<file path="config.mk">
export PLATFORM = sky130hd
export DESIGN_NAME = obstacle_scheduler
export DESIGN_NICKNAME = d
export VERILOG_FILES = /design/src/rtl/obstacle_scheduler.sv
export SDC_FILE = /design/constraint.sdc
export NUM_CORES = 1
export LEC_CHECK = 0
export CORE_MARGIN = 2
export CORE_UTILIZATION = 28
export DETAILED_ROUTE_END_ITERATION = 12
export SLEW_MARGIN = 20
export SYNTH_ARGS = -nofsm -noshare
export SYNTH_HDL_FRONTEND = slang
export SYNTH_SLANG_ARGS = --single-unit
</file>
<file path="constraint.sdc">
create_clock -name clk -period 12.7 [get_ports clk]
set_clock_uncertainty 0.1 [all_clocks]
set_input_delay 1.27 -clock clk [delete_from_list [all_inputs] [get_ports clk]]
set_output_delay 1.27 -clock clk [all_outputs]
set_load 0.02 [all_outputs]
</file>
<file path="src/rtl/obstacle_scheduler.sv">
// Obstacle table controller for the VGA renderer: spawns, scrolls and retires
// up to ten obstacles once per frame tick, with a free-running LFSR for geometry.
module obstacle_scheduler #(
    parameter int unsigned SCREEN_W       = 640,
    parameter int unsigned OBST_W         = 40,
    parameter int unsigned MIN_H          = 60,
    parameter int unsigned UPPER_BOUND    = 20,
    parameter int unsigned LOWER_BOUND    = 460,
    parameter int unsigned SPAWN_GAP      = 90,
    parameter int unsigned SPEED_INIT     = 2,
    parameter int unsigned SPEED_MAX      = 8,
    parameter int unsigned SPEEDUP_FRAMES = 600,
    parameter logic [15:0] LFSR_SEED      = 16'hACE1
) (
    input  logic             clk,
    input  logic             rst,
    input  logic             frame_tick,
    input  logic [1:0]       gamemode,
    output logic [9:0][19:0] obstacle_x,
    output logic [9:0][17:0] obstacle_y,
    output logic [9:0]       active,
    output logic [3:0]       speed
);

    localparam int unsigned NSLOT = 10;
    localparam int unsigned XW    = 10;
    localparam int unsigned YW    = 9;
    localparam int unsigned SW    = 4;
    localparam int unsigned GAP_W = (SPAWN_GAP < 2) ? 1 : $clog2(SPAWN_GAP + 1);
    localparam int unsigned SUP_W = (SPEEDUP_FRAMES < 2) ? 1 : $clog2(SPEEDUP_FRAMES + 1);

    localparam logic [XW-1:0] SPAWN_L = XW'(SCREEN_W);
    localparam logic [XW-1:0] SPAWN_R = XW'(SCREEN_W + OBST_W);
    localparam logic [YW-1:0] TOP_Y   = YW'(UPPER_BOUND + 1);
    localparam logic [YW-1:0] BOT_Y   = YW'(LOWER_BOUND);

    typedef enum logic [1:0] {
        MODE_INIT  = 2'b00,
        MODE_RUN   = 2'b01,
        MODE_PAUSE = 2'b10,
        MODE_END   = 2'b11
    } mode_e;

    logic [NSLOT-1:0][2*XW-1:0] r_x, w_x_nxt;
    logic [NSLOT-1:0][2*YW-1:0] r_y, w_y_nxt;
    logic [NSLOT-1:0]           r_active, w_act_nxt;
    logic [SW-1:0]              r_speed, w_speed_nxt;
    logic [GAP_W-1:0]           r_spawn_cnt, w_gap_nxt;
    logic [SUP_W-1:0]           r_sup_cnt, w_sup_nxt;
    logic [15:0]                r_lfsr, w_lfsr_nxt;

    mode_e         w_mode;
    logic          w_free_found;
    logic [3:0]    w_free_idx;
    logic [YW-1:0] w_h;
    logic [XW-1:0] w_spd_x;

    assign w_mode     = mode_e'(gamemode);
    assign w_h        = YW'(MIN_H) + YW'(r_lfsr[6:0]);
    assign w_spd_x    = XW'(r_speed);
    assign w_lfsr_nxt = {1'b0, r_lfsr[15:1]} ^ (r_lfsr[0] ? 16'hB400 : 16'h0000);

    // Lowest inactive slot, judged on the table as it stood before this tick
    always_comb begin
        w_free_found = 1'b0;
        w_free_idx   = 4'd0;
        for (int i = int'(NSLOT) - 1; i >= 0; i--) begin
            if (!r_active[i]) begin
                w_free_found = 1'b1;
                w_free_idx   = 4'(i);
            end
        end
    end

    // Next-state for table, speed and counters
    always_comb begin
        w_x_nxt     = r_x;
        w_y_nxt     = r_y;
        w_act_nxt   = r_active;
        w_speed_nxt = r_speed;
        w_gap_nxt   = r_spawn_cnt;
        w_sup_nxt   = r_sup_cnt;
        case (w_mode)
            MODE_INIT: begin
                w_x_nxt     = '0;
                w_y_nxt     = '0;
                w_act_nxt   = '0;
                w_speed_nxt = SW'(SPEED_INIT);
                w_gap_nxt   = GAP_W'(SPAWN_GAP);
                w_sup_nxt   = '0;
            end
            MODE_RUN: begin
                if (frame_tick) begin
                    for (int i = 0; i < int'(NSLOT); i++) begin
                        if (r_active[i]) begin
                            if (r_x[i][XW-1:0] <= w_spd_x) begin
                                w_x_nxt[i]   = '0;
                                w_y_nxt[i]   = '0;
                                w_act_nxt[i] = 1'b0;
                            end else begin
                                w_x_nxt[i] = {(r_x[i][2*XW-1:XW] >= w_spd_x) ?
                                                  r_x[i][2*XW-1:XW] - w_spd_x : XW'(0),
                                              r_x[i][XW-1:0] - w_spd_x};
                            end
                        end
                    end
                    if (r_spawn_cnt != '0) begin
                        w_gap_nxt = r_spawn_cnt - GAP_W'(1);
                    end else if (w_free_found) begin
                        w_x_nxt[w_free_idx]   = {SPAWN_L, SPAWN_R};
                        w_y_nxt[w_free_idx]   = r_lfsr[15] ? {BOT_Y - w_h, BOT_Y}
                                                           : {TOP_Y, TOP_Y + w_h};
                        w_act_nxt[w_free_idx] = 1'b1;
                        w_gap_nxt             = GAP_W'(SPAWN_GAP);
                    end
                    if (r_sup_cnt == SUP_W'(SPEEDUP_FRAMES - 1)) begin
                        w_sup_nxt = '0;
                        if (r_speed < SW'(SPEED_MAX)) begin
                            w_speed_nxt = r_speed + SW'(1);
                        end
                    end else begin
                        w_sup_nxt = r_sup_cnt + SUP_W'(1);
                    end
                end
            end
            default: ;
        endcase
    end

    always_ff @(posedge clk or posedge rst) begin
        if (rst) begin
            r_x         <= '0;
            r_y         <= '0;
            r_active    <= '0;
            r_speed     <= SW'(SPEED_INIT);
            r_spawn_cnt <= GAP_W'(SPAWN_GAP);
            r_sup_cnt   <= '0;
            r_lfsr      <= LFSR_SEED;
        end else begin
            r_x         <= w_x_nxt;
            r_y         <= w_y_nxt;
            r_active    <= w_act_nxt;
            r_speed     <= w_speed_nxt;
            r_spawn_cnt <= w_gap_nxt;
            r_sup_cnt   <= w_sup_nxt;
            r_lfsr      <= w_lfsr_nxt;
        end
    end

    assign obstacle_x = r_x;
    assign obstacle_y = r_y;
    assign active     = r_active;
    assign speed      = r_speed;

endmodule

</file>
# --- Word-level counts from Yosys, hierarchy flattened ---
# Cells that the tools add are included.
# W data, S select, Z words.
totals:
  ff_bits: 427
  input_bits: 5
  output_inout_bits: 394
  wordCells: 274
classes:
  n_addsub: 26
  n_lt_le_gt_ge: 23
  n_eq_ne: 6
  muxes: 182
  bitwise_logic: 5
  n_reduce_logical: 7
ops:
  columns: ["op", "n"]
  rows:
  - ["$mux W20", 41]
  - ["$mux W18", 42]
  - ["$mux W200", 3]
  - ["$mux W180", 3]
  - ["$pmux W200 S2", 1]
  - ["$pmux W180 S2", 1]
  - ["$sub A10 B4 Y10", 20]
  - ["$bwmux W180", 1]
  - ["$mux W10", 15]
  - ["$and A140 B140 Y140", 1]
  - ["$not A140 Y140", 1]
  - ["$ge A10 B4 Y1", 10]
  - ["$le A10 B4 Y1", 10]
  - ["$demux W20 S4", 1]
  - ["$demux W18 S4", 1]
  - ["$or A60 B60 Y60", 1]
  - ["$mux W4", 13]
  - ["$mux W1", 51]
  - ["$pmux W10 S2", 2]
  - ["$mux W7", 3]
  - ["$mux W16", 1]
  - ["$xor A15 B16 Y16", 1]
  - ["$pmux W7 S2", 1]
  - ["$add A10 B1 Y10 const B", 1]
  - ["22 further kinds", 24]

# --- Longest topological paths before layout ---
logic_depth:
  ltp_word: 20
  depth_mapped: 11
  mapped_depth_nobuf: 10

# --- Worst setup path before layout ---
# Ideal clock, no wire load.
synth_timing:
  kind: "register to register"
  start: "register r_speed[1] (netlist: speed[1])"
  end: "register r_y (netlist bit obstacle_y[18])"
  setup_ps: 121
  arrival_ps: 3460
  slack_ps: 9019
  path_stages_with_launch: 10
  n_path_buf: 1
  path_cell_list: "dfstp_2 > inv_1 > fa_1 > a21o_1 > a21o_1 > a211oi_1 > a221o_1 > nand2_1 > clkbuf_1 > a22o_1"
synth_via:
  elab_chain_len: 10
synth_lines:
  columns: ["item", "line", "source"]
  rows:
  - ["from (decl)", "47", "logic [SW-1:0] r_speed, w_speed_nxt;"]
  - ["from (signal assigned)", "135", "r_speed <= SW'(SPEED_INIT);"]
  - ["from (signal assigned)", "143", "r_speed <= w_speed_nxt;"]
  - ["$le A10 B4 Y1 *", "96", "if (r_x[i][XW-1:0] <= w_spd_x) begin"]
  - ["$mux W18 *", "96", null]
  - ["$mux W18 *", "95", "if (r_active[i]) begin"]
  - ["$mux W18 *", "93", "if (frame_tick) begin"]
  - ["$mux W18 *", "83", "case (w_mode)"]
  - ["$bwmux W180", "111", "w_y_nxt[w_free_idx] = r_lfsr[15] ? {BOT_Y - w_h, BOT_Y}"]
  - ["$mux W180", "109", "end else if (w_free_found) begin"]
  - ["$mux W180 *", "107", "if (r_spawn_cnt != '0) begin"]
  - ["$mux W180 *", "93", null]
  - ["$pmux W180 S2 *", "83", null]
  - ["to (signal assigned)", "141", "r_y <= w_y_nxt;"]
  - ["to (decl)", "45", "logic [NSLOT-1:0][2*YW-1:0] r_y, w_y_nxt;"]
# Mark *: on every way between the ends. The rest lies on a longest branch, timed or not. The select of a mux whose other input is x is not followed.
# A chain may end at the register's enable or synchronous reset.

# --- Final worst setup path ---
layout_timing:
  start: "register r_speed[0] (netlist: speed[0])"
  end: "register r_y (netlist bit obstacle_y[35])"
# Same word-level chain as after synthesis.

==> run metrics <==
outcome=finished clean; clk_lat worst skew=0.62 ns; Clock Power Share=50.7%; Worst-Margin Slew=1.13 ns; synth warn=0; highest clock rate=232 MHz; Synthesized Nets=2486; Rows=105; Setup Crit Path Kind=reg -> reg; Static Leak=13.0 nW; Max Root-Sink Buffers=3; number of enable-type register cells in the synthesized netlist=0; Die Area=0.0850 mm²; RD Place Congestion=0.858; crit path time final=4.31 ns; Post-DP HPWL=67.0 mm; PwrDens=104 mW/mm²; Net Sw Frac=25.1%; cell depth of the worst flop-to-flop path=10; die width=292 µm; Syn Inst Count=2374; cell depth of the worst setup path=10; initial antenna violation count=3; via count=20900; post-synthesis register bit count=427; WL final=92.1 mm; syn_area_per_cell=9.76 µm²; VDD IR max=0.0902 mV; asr flop ratio synth=100%; first-pass GRT wire length=137 mm; largest net degree at the start of global routing=156; crit path buf inv count=2; GRT Total Usage=21.3%; cts repair resizes=0; Top delay family on crit path=compound AO/OA/AOI/OAI gates; WHS Path Cells=0; DR iter-0 viols=1448; worst-path cell chain=buf_4 > ha_1 > inv_1 > fa_1 > a21o_1 > a21o_1 > a211oi_1 > a221o_1 > nand2_1 > a22o_1; Cell Area, Synth=0.0232 mm²; share of layout cells above drive strength 1=7.25%; Final Cell Area=0.0301 mm²; fin. max-slew vios=0; post-synth cell types=103; startpoint types=flop; H-tree depth=2; largest area contributor in the synthesized netlist=dfrtp_1; CTS tree=yes; Clock transition at path regs=0.06 ns; Routed Antenna Nets=0; effective utilization at floorplan=28.3%; sequential power share=44.0%; # setup viols final=0; Arrival @ worst endpoint=4.71 ns; Core Box Area=0.0820 mm²; hold buffers post-CTS=0; fin nets=2869; Slowest Stage Delay on Critical Path=0.60 ns; internal power=2.36 mW; CP dominant cell by count=a21o_1; DR WL/cell=23.8 µm; Final TNS setup=0 ns; switching pwr=790 µW; ranking of synthesized cells by area=dfrtp_1 45%, o21ai_0 4.9%, ha_1 4.7%, nand2_1 3.6%, a22o_1 3.4%; max_cap viols=0; slowest CP cell=nand2_1; Port Buffers=398; critical path endpoint category=flop; Vias/cell=5.40; total CTS buffers=53; global route overflow=0; Clock Tree Root=clkbuf_16; # IOs=399; Die H=292 µm; crit path max fanout=17; logic gate share of total power=5.3%; top cell type's share of synthesized area=44.7%; fin cells=3872; Post-CTS Setup Inserts=0; final hold violation count=0; Residual DRC=0; WP data required=13.10 ns; top-count cell post-synth=dfrtp_1; Synth top cells by count=414 x dfrtp_1, 225 x o21ai_0, 222 x nand2_1; Layout area overhead=30.1%; RSZ-0062 raised after global routing=false; vias in the first global route=20300; headroom to the max-slew limit=23.9%; Inst Count DP=3772; Initial DRT Pass Iterations=5; Most used DFF post-synth=dfrtp_1; worst min path class=reg -> reg; Tcrit/Tclk final=33.9%; sequential share of the synthesized area=46.2%; Placed Area=0.0283 mm²; clk sinks=427
[layer usage]
| metal | part of all wire (%) | track usage [%] | wire length [µm] | vias to the layer above |
|---|---|---|---|---|
| met5 | 0.013 | 0 | 12 | - |
| met4 | 3.5 | 7.33 | 3250 | 2 |
| met3 | 9.1 | 6.90 | 8350 | 150 |
| met2 | 44 | 32.0 | 40100 | 714 |
| met1 | 44 | 28.6 | 40400 | 10400 |
| li1 | - | - | - | 9615 |
[cell families after synthesis]
group | after synthesis | synth area share [%]
flip-flops | 427 | 46.2
buffers and inverters | 205 | 3.80
AND/OR/NAND/NOR | 722 | 15.9
adder cells (fa/ha/maj) | 107 | 6.43
multiplexers | 5 | 0.216
AO/OA/AOI/OAI | 858 | 25.6
XOR/XNOR | 50 | 1.89
[placed cells by master (no fill, tap or decap), types with 12 or more instances in the layout]
cell type,n
dfrtp_1,413
clkdlybuf4s50_1,398
o21ai_0,223
nand2_1,221
nor2_1,139
a21oi_1,133
inv_1,99
a22o_1,90
ha_1,87
nor3_1,66
o2bb2ai_1,53
clkbuf_16,53
a21o_1,50
a31oi_1,46
nand3_1,42
or3_1,35
nor2b_1,31
xnor2_1,31
buf_4,31
nor4_1,30
nand2b_1,30
o31ai_1,26
o21ai_1,24
a211o_1,22
o211ai_1,21
fa_1,20
xor2_1,19
o21a_1,19
and3_1,18
nand4_1,15
clkbuf_1,15
or4_1,14
o22ai_1,14
o31a_1,13
dfstp_2,13
nor3b_1,12
[power by group through the flow]
stage | clock network, mW | registers [mW] | logic [mW]
after CTS | 1.63 | 1.38 | 0.169
final | 1.59 | 1.38 | 0.167
after global routing | 1.68 | 1.39 | 0.185
after floorplan | 0 | 1.41 | 0.100
after global placement | 0 | 1.41 | 0.167
after detailed placement | 0 | 1.41 | 0.169
[cell type report]
cell class / count / area, µm²
fill: 8269 / 51900
clock inverter: 20 / 272
multi-input combinational: 1742 / 11700
inverter: 103 / 390
sequential: 427 / 10700
antenna: 1 / 2.50
clock buffer: 79 / 1530
tap: 1070 / 1340
timing repair buffer: 430 / 4240
[worst paths after layout]
kind                                       from                         end  slack, ns
setup / recovery           speed[0]$_DFFE_PP0P_  obstacle_y[35]$_DFFE_PP0P_       8.39
hold / removal             r_lfsr[12]$_DFF_PP0_        r_lfsr[11]$_DFF_PP1_       0.25
setup reg to reg           speed[0]$_DFFE_PP0P_  obstacle_y[35]$_DFFE_PP0P_       8.39
hold reg to reg            r_lfsr[12]$_DFF_PP0_        r_lfsr[11]$_DFF_PP1_       0.25
max in group asynchronous                   rst  obstacle_y[48]$_DFFE_PP0P_       9.33
min in group asynchronous                   rst  obstacle_x[20]$_DFFE_PP0P_       1.02
[registers in the layout, indices dropped and copies added, names as in the netlist]
register and cells:
active 10, obstacle_x 200, obstacle_y 180, r_lfsr 16, r_spawn_cnt 7, r_sup_cnt 10, speed 4
[through the flow]
stage	setup WS, ns	total power, mW	hold WS (ns)	util (%)
2_1_floorplan	5.58	1.51	0.231	-
3_3_place_gp	8.16	1.58	0.236	34.5
3_5_place_dp	7.93	1.58	0.237	34.5
4_1_cts	8.37	3.19	0.251	36.7
5_1_grt	8.21	3.25	0.257	36.7
6_report	8.39	3.15	0.250	36.8
No activity file was read; power rests on OpenSTA's default activity.
